===== src/rtl/core_pkg.sv =====
// Shared RV32 core widths and the word/select types used across the integer datapath.
package core_pkg;
    localparam int XLEN           = 32;
    localparam int REG_SELECT_LEN = 5;
    localparam int NUM_REGS       = 2 ** REG_SELECT_LEN;

    typedef logic [XLEN-1:0]           word_t;
    typedef logic [REG_SELECT_LEN-1:0] reg_sel_t;
endpackage


===== src/rtl/reg_scoreboard.sv =====
// Pending-write bits per architectural register; set on issue, cleared on write-back.
// Registered state, combinational next-state exported for same-edge read sampling; no backpressure.
module reg_scoreboard #(
    parameter int REG_SELECT_LEN = core_pkg::REG_SELECT_LEN
) (
    input  logic                          clk,
    input  logic                          rst,
    input  logic                          reserve_en,
    input  logic [REG_SELECT_LEN-1:0]     reserve_register,
    input  logic                          write_en,
    input  logic [REG_SELECT_LEN-1:0]     output_register,
    output logic [2**REG_SELECT_LEN-1:0]  pending,
    output logic [2**REG_SELECT_LEN-1:0]  pending_next
);
    localparam int NUM_REGS = 2 ** REG_SELECT_LEN;

    logic [NUM_REGS-1:0] reserve_hot;
    logic [NUM_REGS-1:0] write_hot;

    // The reservation is OR-ed in after the clear so a same-edge reserve wins over the write-back.
    always_comb begin
        reserve_hot = '0;
        write_hot   = '0;
        if (reserve_en) reserve_hot[reserve_register] = 1'b1;
        if (write_en)   write_hot[output_register]    = 1'b1;
        pending_next    = reserve_hot | (pending & ~write_hot);
        pending_next[0] = 1'b0;
    end

    always_ff @(posedge clk or posedge rst) begin
        if (rst) pending <= '0;
        else     pending <= pending_next;
    end
endmodule


===== src/rtl/reg_file.sv =====
// RV32 integer register file: 2 registered read ports with write bypass, 1 write port, pending scoreboard.
// Read latency 1 cycle; outputs hold while read_en is low; no backpressure.
module reg_file #(
    parameter int XLEN           = core_pkg::XLEN,
    parameter int REG_SELECT_LEN = core_pkg::REG_SELECT_LEN
) (
    input  logic                          clk,
    input  logic                          rst,
    input  logic                          read_en,
    input  logic [REG_SELECT_LEN-1:0]     register_1,
    input  logic [REG_SELECT_LEN-1:0]     register_2,
    output logic [XLEN-1:0]               register_data_1,
    output logic [XLEN-1:0]               register_data_2,
    output logic                          read_pending_1,
    output logic                          read_pending_2,
    input  logic                          reserve_en,
    input  logic [REG_SELECT_LEN-1:0]     reserve_register,
    input  logic                          write_en,
    input  logic [REG_SELECT_LEN-1:0]     output_register,
    input  logic [XLEN-1:0]               output_register_data,
    output logic [2**REG_SELECT_LEN-1:0]  pending_mask
);
    localparam int NUM_REGS = 2 ** REG_SELECT_LEN;

    // x0 has no storage; it is synthesised as a constant zero in the read mux.
    logic [XLEN-1:0]     regs [1:NUM_REGS-1];
    logic [NUM_REGS-1:0] pending_next;
    logic [XLEN-1:0]     bypass_1;
    logic [XLEN-1:0]     bypass_2;

    reg_scoreboard #(
        .REG_SELECT_LEN (REG_SELECT_LEN)
    ) u_scoreboard (
        .clk              (clk),
        .rst              (rst),
        .reserve_en       (reserve_en),
        .reserve_register (reserve_register),
        .write_en         (write_en),
        .output_register  (output_register),
        .pending          (pending_mask),
        .pending_next     (pending_next)
    );

    always_ff @(posedge clk or posedge rst) begin
        if (rst) begin
            for (int i = 1; i < NUM_REGS; i++) regs[i] <= '0;
        end else if (write_en && output_register != '0) begin
            regs[output_register] <= output_register_data;
        end
    end

    function automatic logic [XLEN-1:0] read_after_write(input logic [REG_SELECT_LEN-1:0] sel);
        logic [XLEN-1:0] value;
        value = '0;
        if (sel != '0) begin
            if (write_en && output_register == sel) value = output_register_data;
            else                                    value = regs[sel];
        end
        return value;
    endfunction

    always_comb begin
        bypass_1 = read_after_write(register_1);
        bypass_2 = read_after_write(register_2);
    end

    always_ff @(posedge clk or posedge rst) begin
        if (rst) begin
            register_data_1 <= '0;
            register_data_2 <= '0;
            read_pending_1  <= 1'b0;
            read_pending_2  <= 1'b0;
        end else if (read_en) begin
            register_data_1 <= bypass_1;
            register_data_2 <= bypass_2;
            read_pending_1  <= pending_next[register_1];
            read_pending_2  <= pending_next[register_2];
        end
    end
endmodule


===== config.mk =====
export PLATFORM = sky130hd
export DESIGN_NAME = reg_file
export DESIGN_NICKNAME = d
export VERILOG_FILES = /design/src/rtl/core_pkg.sv /design/src/rtl/reg_scoreboard.sv /design/src/rtl/reg_file.sv
export SDC_FILE = /design/constraint.sdc
export NUM_CORES = 2
export LEC_CHECK = 0
export CAP_MARGIN = 40
export CORE_UTILIZATION = 58
export CTS_CLUSTER_DIAMETER = 50
export DETAILED_ROUTE_END_ITERATION = 10
export MAX_ROUTING_LAYER = met4
export PLACE_DENSITY = 0.76
export SETUP_SLACK_MARGIN = 0.5
export SLEW_MARGIN = 20
export SYNTH_ARGS = -nofsm -noshare
export SYNTH_HDL_FRONTEND = slang
export SYNTH_SLANG_ARGS = --single-unit

===== constraint.sdc =====
create_clock -name clk -period 75 [get_ports clk]
set_clock_uncertainty 0.05 [all_clocks]
set_input_delay 11.25 -clock clk [delete_from_list [all_inputs] [get_ports clk]]
set_output_delay 11.25 -clock clk [all_outputs]
set_load 0.01 [all_outputs]

=== Word level (Yosys, flattened, before mapping) ===
Index checks and enable logic that the tools add are counted.

* Multiplexer cells: 23
* Equal/unequal tests: 2
* Bitwise logic cells: 6
* Magnitude comparators: 10
* Reduce and logical (&&, ||, !) cells: 9

{| class="wikitable"
|+ Operator list
! operator !! count
|-
| 992-bit bitwise mux || 1
|-
| 32-bit 2-to-1 mux || 11
|-
| 32-bit binary-select mux with 5-bit select || 2
|-
| 32-bit demux with 5-bit select || 1
|-
| 32-bit bitwise AND || 1
|-
| 32-bit NOT || 1
|-
| 32-bit bitwise OR || 1
|-
| 5-bit by 6-bit less-than comparator with 1-bit output (second input constant) || 4
|-
| 6-bit >= comparator (second input constant) || 3
|-
| 5-bit NOT with 6-bit output || 3
|-
| 5-bit nonzero test || 3
|-
| 1-bit binary-select mux with 5-bit select || 2
|-
| 1-bit demux with 5-bit select || 2
|-
| 5-bit == test || 2
|-
| 5-bit by 1-bit >= comparator with 1-bit output (second input constant) || 2
|-
| 1-bit logical AND || 6
|-
| 6-bit by 1-bit less-than comparator with 1-bit output (second input constant) || 1
|-
| 1-bit 2-to-1 mux || 4
|}

* Word-level logic and storage cells: 86
* Register bits: 1089

=== Depth between registers and ports, before layout ===
* Depth in word-level cells: 10
* Mapped depth: 11

=== By module ===
Synthesis repeated with hierarchy kept, for this count alone.

* Cells, all modules: 4566
* Area total of the unflattened synthesis: 57418.8 µm²

{| class="wikitable"
|+ Modules (own cells, without submodules)
! module !! instances !! area each (µm²) !! seq. area each (µm²) !! cells an instance
|-
| reg_file || 1 || 56123.8 || 26475.4 || 4444
|-
| reg_scoreboard || 1 || 1295.0 || 775.7 || 122
|}

=== Worst setup path after synthesis ===
OpenSTA, ideal clock, no wires.

* Path type: input to register
* From: in register_2[1]
* To: reg register_data_2[0]
* Required time: 74.818 ns
* Arrival time: 13.172 ns
* Stages: 9
* Path slack: 61.647 ns
* Buffers on the path: 3
* Setup time: 0.132 ns
* Cell sequence: buf_2 clkbuf_1 clkbuf_1 mux4_2 mux4_2 mux2i_1 nor2_1 a21oi_1 o2bb2ai_1

* Cells in the longest elaborated chain, start to end: 6
* Elaborated cells between the ends (all ways): 9

{| class="wikitable"
|+ RTL lines
! element !! line !! text
|-
| from (decl) || reg_file.sv:11 || <nowiki>input logic [REG_SELECT_LEN-1:0] register_2,</nowiki>
|-
| 5-bit NOT with 6-bit output (not written as such) || reg_file.sv:57 || <nowiki>else value = regs[sel];</nowiki>
|-
| 32-bit binary-select mux with 5-bit select || reg_file.sv:57 ||
|-
| 32-bit 2-to-1 mux (not written as such) (2 in a row) || reg_file.sv:57 ||
|-
| 32-bit 2-to-1 mux || reg_file.sv:56 || <nowiki>if (write_en && output_register == sel) value = output_register_data;</nowiki>
|-
| 32-bit 2-to-1 mux * || reg_file.sv:55 || <nowiki>if (sel != '0) begin</nowiki>
|-
| to (signal assigned) || reg_file.sv:75 || <nowiki>register_data_2 <= bypass_2;</nowiki>
|-
| to (decl) || reg_file.sv:13 || <nowiki>output logic [XLEN-1:0] register_data_2,</nowiki>
|}

Every way passes the cells marked *; elsewhere a longest branch is shown, timed or not. The select of a mux whose other input is x is not followed.
A chain may end at the register's enable or synchronous reset.

=== Final worst setup path ===
* From: in register_1[1]
* To: reg register_data_1[21]

* Cells in the longest elaborated chain, start to end: 6
* Elaborated cells between the ends (all ways): 9

{| class="wikitable"
|+ RTL lines
! element !! line !! text
|-
| from (decl) || reg_file.sv:10 || <nowiki>input logic [REG_SELECT_LEN-1:0] register_1,</nowiki>
|-
| 5-bit NOT with 6-bit output (not written as such) || reg_file.sv:57 ||
|-
| 32-bit binary-select mux with 5-bit select || reg_file.sv:57 ||
|-
| 32-bit 2-to-1 mux (not written as such) (2 in a row) || reg_file.sv:57 ||
|-
| 32-bit 2-to-1 mux || reg_file.sv:56 ||
|-
| 32-bit 2-to-1 mux * || reg_file.sv:55 ||
|-
| to (signal assigned) || reg_file.sv:74 || <nowiki>register_data_1 <= bypass_1;</nowiki>
|-
| to (decl) || reg_file.sv:12 || <nowiki>output logic [XLEN-1:0] register_data_1,</nowiki>
|}

Marked as above.

==> results.md <==
- The ratio of cells with drive above 1 in the final layout is 52.0%.
- The number of global-route vias before repair is 37100.
- The count of state elements after synthesis is 1089.
- The weighted congestion at the end of routability-driven global placement is 0.852.
- For this run, the leading register cell type out of synthesis is sky130_fd_sc_hd__dfrtp_1.
- The critical-path maximum fanout is 57.
- The post-CTS setup-driven buffer insertion count is 0.
- In the final layout, the multi-input gates occupy 28700 µm².
- The power density over cell area is 27.5 nW/µm².
- The startpoint identified for the worst register-to-register timing path is regs[539]$_DFFE_PP0P_.
- Of the available clock period, the critical path in the final layout requires 20.0%.
- The global-route wire length before repair is 249000 µm.
- The number of top-level pins is 155.
- The total clock buffers created by CTS is 119.
- The per-cell routed wire length is 32.4 µm.
- After clock tree synthesis, the flow added hold-fix buffers numbering 0.
- The overall power is 1.80 mW.
- The clock period could shrink to 15020 ps.
- Relative to the synthesized area, the layout overhead comes to 13.8%.
- The hold violation total from the final report was 0.
- The final layout contains 3792 nets.
- The root buffer cell chosen for the clock tree is sky130_fd_sc_hd__clkbuf_16.
- Detailed routing inserted a total of 36300 vias.
- The H-tree depth is 3.
- The floorplan row count is 115.
- The overall track demand over capacity in global routing is 35.1%.
- The sequential cell area is 27300 µm².
- For this run, the number of standard cells in the final layout without fillers is 5122.
- The number of setup violations in the final report is 0.
- Of all cell types, the one taking the most synthesized area is sky130_fd_sc_hd__dfrtp_1.
- The diode insertion count for antenna repair is 0.
- In the post-route analysis, the smallest setup slack over all paths is 59980 ps.
- The number of fill cells is 6672.
- The post-synthesis area per instance is 15.5 µm².
- The floorplan die area is 100000 µm².
- The critical path start-end classification is in -> reg.
- The accumulated negative setup slack is 0 ps.
- Summing every instance area after synthesis gives 57500 µm².
- In this run the most critical hold path is launched from register_data_1[2]$_DFFE_PP0P_.
- Static timing analysis puts the maximum clock frequency at 66.6 MHz.
- For the pin with the worst max-slew slack, the measured transition is 963 ps.
- The synthesized instance count is 3709.
- The die is 317 µm tall.
- The maximum number of pins on one net before global-route repair is 99.
- The floorplan step defined a core boundary enclosing 98300 µm².
- Yosys mapped a number of flops with a built-in enable equal to 0.
- For this run, the share of the core covered by cells in the final layout is 66.6%.
- Once the floorplan was initialized, standard cells occupied 58.5% of the core.
- The residual overflow from global routing is 0.
- The sort of element at the end of the critical path is a register.
- After clock tree synthesis, the clock-pin slew on the worst setup and hold paths is 60 ps.
- Measured against its own limit, the worst slew margin works out to 35.8%.
- Data arrives at the worst endpoint at 15510 ps.
- The finished cells cover 65400 µm².
- In the routed layout, each cell is associated on average with a via count of 7.09.
- After clock tree synthesis, the repair step resized 0 gates.
- The chip width is 317 µm.
- Before antenna repair, the detailed router went through 6 iterations.
- The register area share after synthesis is 47.4%.
- The maximum buffer depth of the clock tree is 3.
- TritonCTS built the clock tree.
- Buffers placed on the I/O ports in this run total 153.
- The tool flagged a number of max-cap violations equal to 0.
- The count of yosys warnings during synthesis is 0.
- Synthesis instantiated 59 different standard cells from the library.
- Setup repair after global routing left no endpoint under its margin.
- Sorting the synthesized cells by how often they occur yields sky130_fd_sc_hd__dfrtp_1, sky130_fd_sc_hd__mux2_2, sky130_fd_sc_hd__mux4_2, sky130_fd_sc_hd__clkbuf_1, sky130_fd_sc_hd__mux2i_1.
- The wire length after detailed routing is 166000 µm.
- Counting every sink on the clock net gives 1089.
- Once placement completed, the tool counted placed cells totaling 4888.
- Hold is met by 432 ps.
- The count of nets left with antenna violations after detail routing is 0.
- Timing analysis after detailed placement gives a worst setup slack of 59340 ps.
- The number of antenna violations at the first check in global routing came to 1.
- In the post-synthesis netlist, the biggest area contributors are sky130_fd_sc_hd__dfrtp_1, sky130_fd_sc_hd__mux4_2, sky130_fd_sc_hd__mux2_2, sky130_fd_sc_hd__mux2i_1, sky130_fd_sc_hd__clkbuf_1.
- After synthesis, the largest area contributor takes up 47.4% of total cell area.
- The later pin in the worst-skew pair is clocked with a latency of 700 ps.
- For this design the static power due to leakage is 28.1 nW.
- The path class of the tightest hold or removal check is reg -> reg.
- The synthesized netlist net count is 3766.
- The most frequent cell after synthesis is sky130_fd_sc_hd__dfrtp_1.
- The most critical setup path has its startpoint at register_1[1].
- The residual DRC count is 0.
- The post-synthesis async set-or-reset flop share is 100%.
- The detailed placer's ending HPWL is 93800 µm.
- The flow ran to the end, and the final reports show no timing, DRC or antenna violations.
- The data required time of the worst path is 75490 ps.
- For this block, the initial DRC count from the detailed router was 3993.
- The element type at the critical path start is an input port.
- IR analysis of the VDD net gives a maximum drop of 0.0225 mV.
- Summing all placed instances gives a cell area of 61000 µm².
- The total count of max-transition violations in the final report came to 0.
[layout make-up]
class / instances / area share (%)
Sequential cell: 1089 / 41.6
Clock inverter: 66 / 1.20
Timing Repair Buffer: 305 / 5.66
Multi-Input combinational cell: 2213 / 43.8
Inverter: 7 / 0.0516
Tap cell: 1287 / 2.46
Clock buffer: 155 / 5.13
[layout by cell type, fill, tap and decap left out, drive strengths merged, types with 14 or more instances in the layout]
cell type,instances
mux2i,131
mux2,992
clkdlybuf4s50,142
o21ai,87
mux4,583
nand2,92
buf,162
clkbuf,156
a21oi,69
o2bb2ai,71
inv,16
bufinv,14
dfrtp,1089
clkinv,30
nor2,81
[critical path: stages]
cell and delay [ps]:
sky130_fd_sc_hd__buf_8 370, sky130_fd_sc_hd__buf_4 420, sky130_fd_sc_hd__buf_16 310, sky130_fd_sc_hd__buf_4 410, sky130_fd_sc_hd__buf_12 290, sky130_fd_sc_hd__buf_4 710, sky130_fd_sc_hd__mux4_2 420, sky130_fd_sc_hd__mux4_2 500
sky130_fd_sc_hd__mux2i_1 180, sky130_fd_sc_hd__nor2_1 60, sky130_fd_sc_hd__a21oi_1 170, sky130_fd_sc_hd__o2bb2ai_1 100
[report_power, final]
part	switching (mW)	total [mW]	internal, mW
Sequential	0.0876	0.794	0.706
Clock	0.252	0.617	0.365
Combinational	0.145	0.387	0.242
[logic make-up (layout without fill, tap and decap cells)]
logic type             count (synthesis)  in the layout  synth area share (%)
flip-flops                          1089           1089                  47.4
AO/OA/AOI/OAI                        264            264                  2.98
XOR/XNOR                              10             10                 0.152
AND/OR/NAND/NOR                      232            232                  1.92
multiplexers                        1706           1706                  44.6
buffers and inverters                407            533                  2.96
other                                  1              1               0.00652
[routing by layer]
layer | vias to the layer above | track usage [%] | share of wire, % | routed length (µm)
li1 | 14400 | - | - | -
met1 | 19700 | 47.4 | 40 | 65900
met2 | 1786 | 53.5 | 48 | 80300
met3 | 398 | 6.52 | 8.1 | 13400
met4 | 0 | 12.8 | 3.8 | 6340
met5 | - | - | 0 | 0
[sequential cells by signal (all words and copies together) (netlist names)]
register,count
register_data_2,32
read_pending_1,1
read_pending_2,1
u_scoreboard.pending,31
register_data_1,32
regs,992
[worst paths after layout]
path                                                     end  slack [ps]  cells after the start
hold / removal                register_data_1[2]$_DFFE_PP0P_         430                      1
min in group asynchronous  u_scoreboard.pending[7]$_DFF_PP0_       10850                      2
hold reg to reg               register_data_1[2]$_DFFE_PP0P_         430                      1
max in group asynchronous              regs[207]$_DFFE_PP0P_       61210                      8
setup / recovery             register_data_1[21]$_DFFE_PP0P_       59980                     12
setup reg to reg             register_data_1[27]$_DFFE_PP0P_       72700                      6
Power figures use the tool's default switching activity.
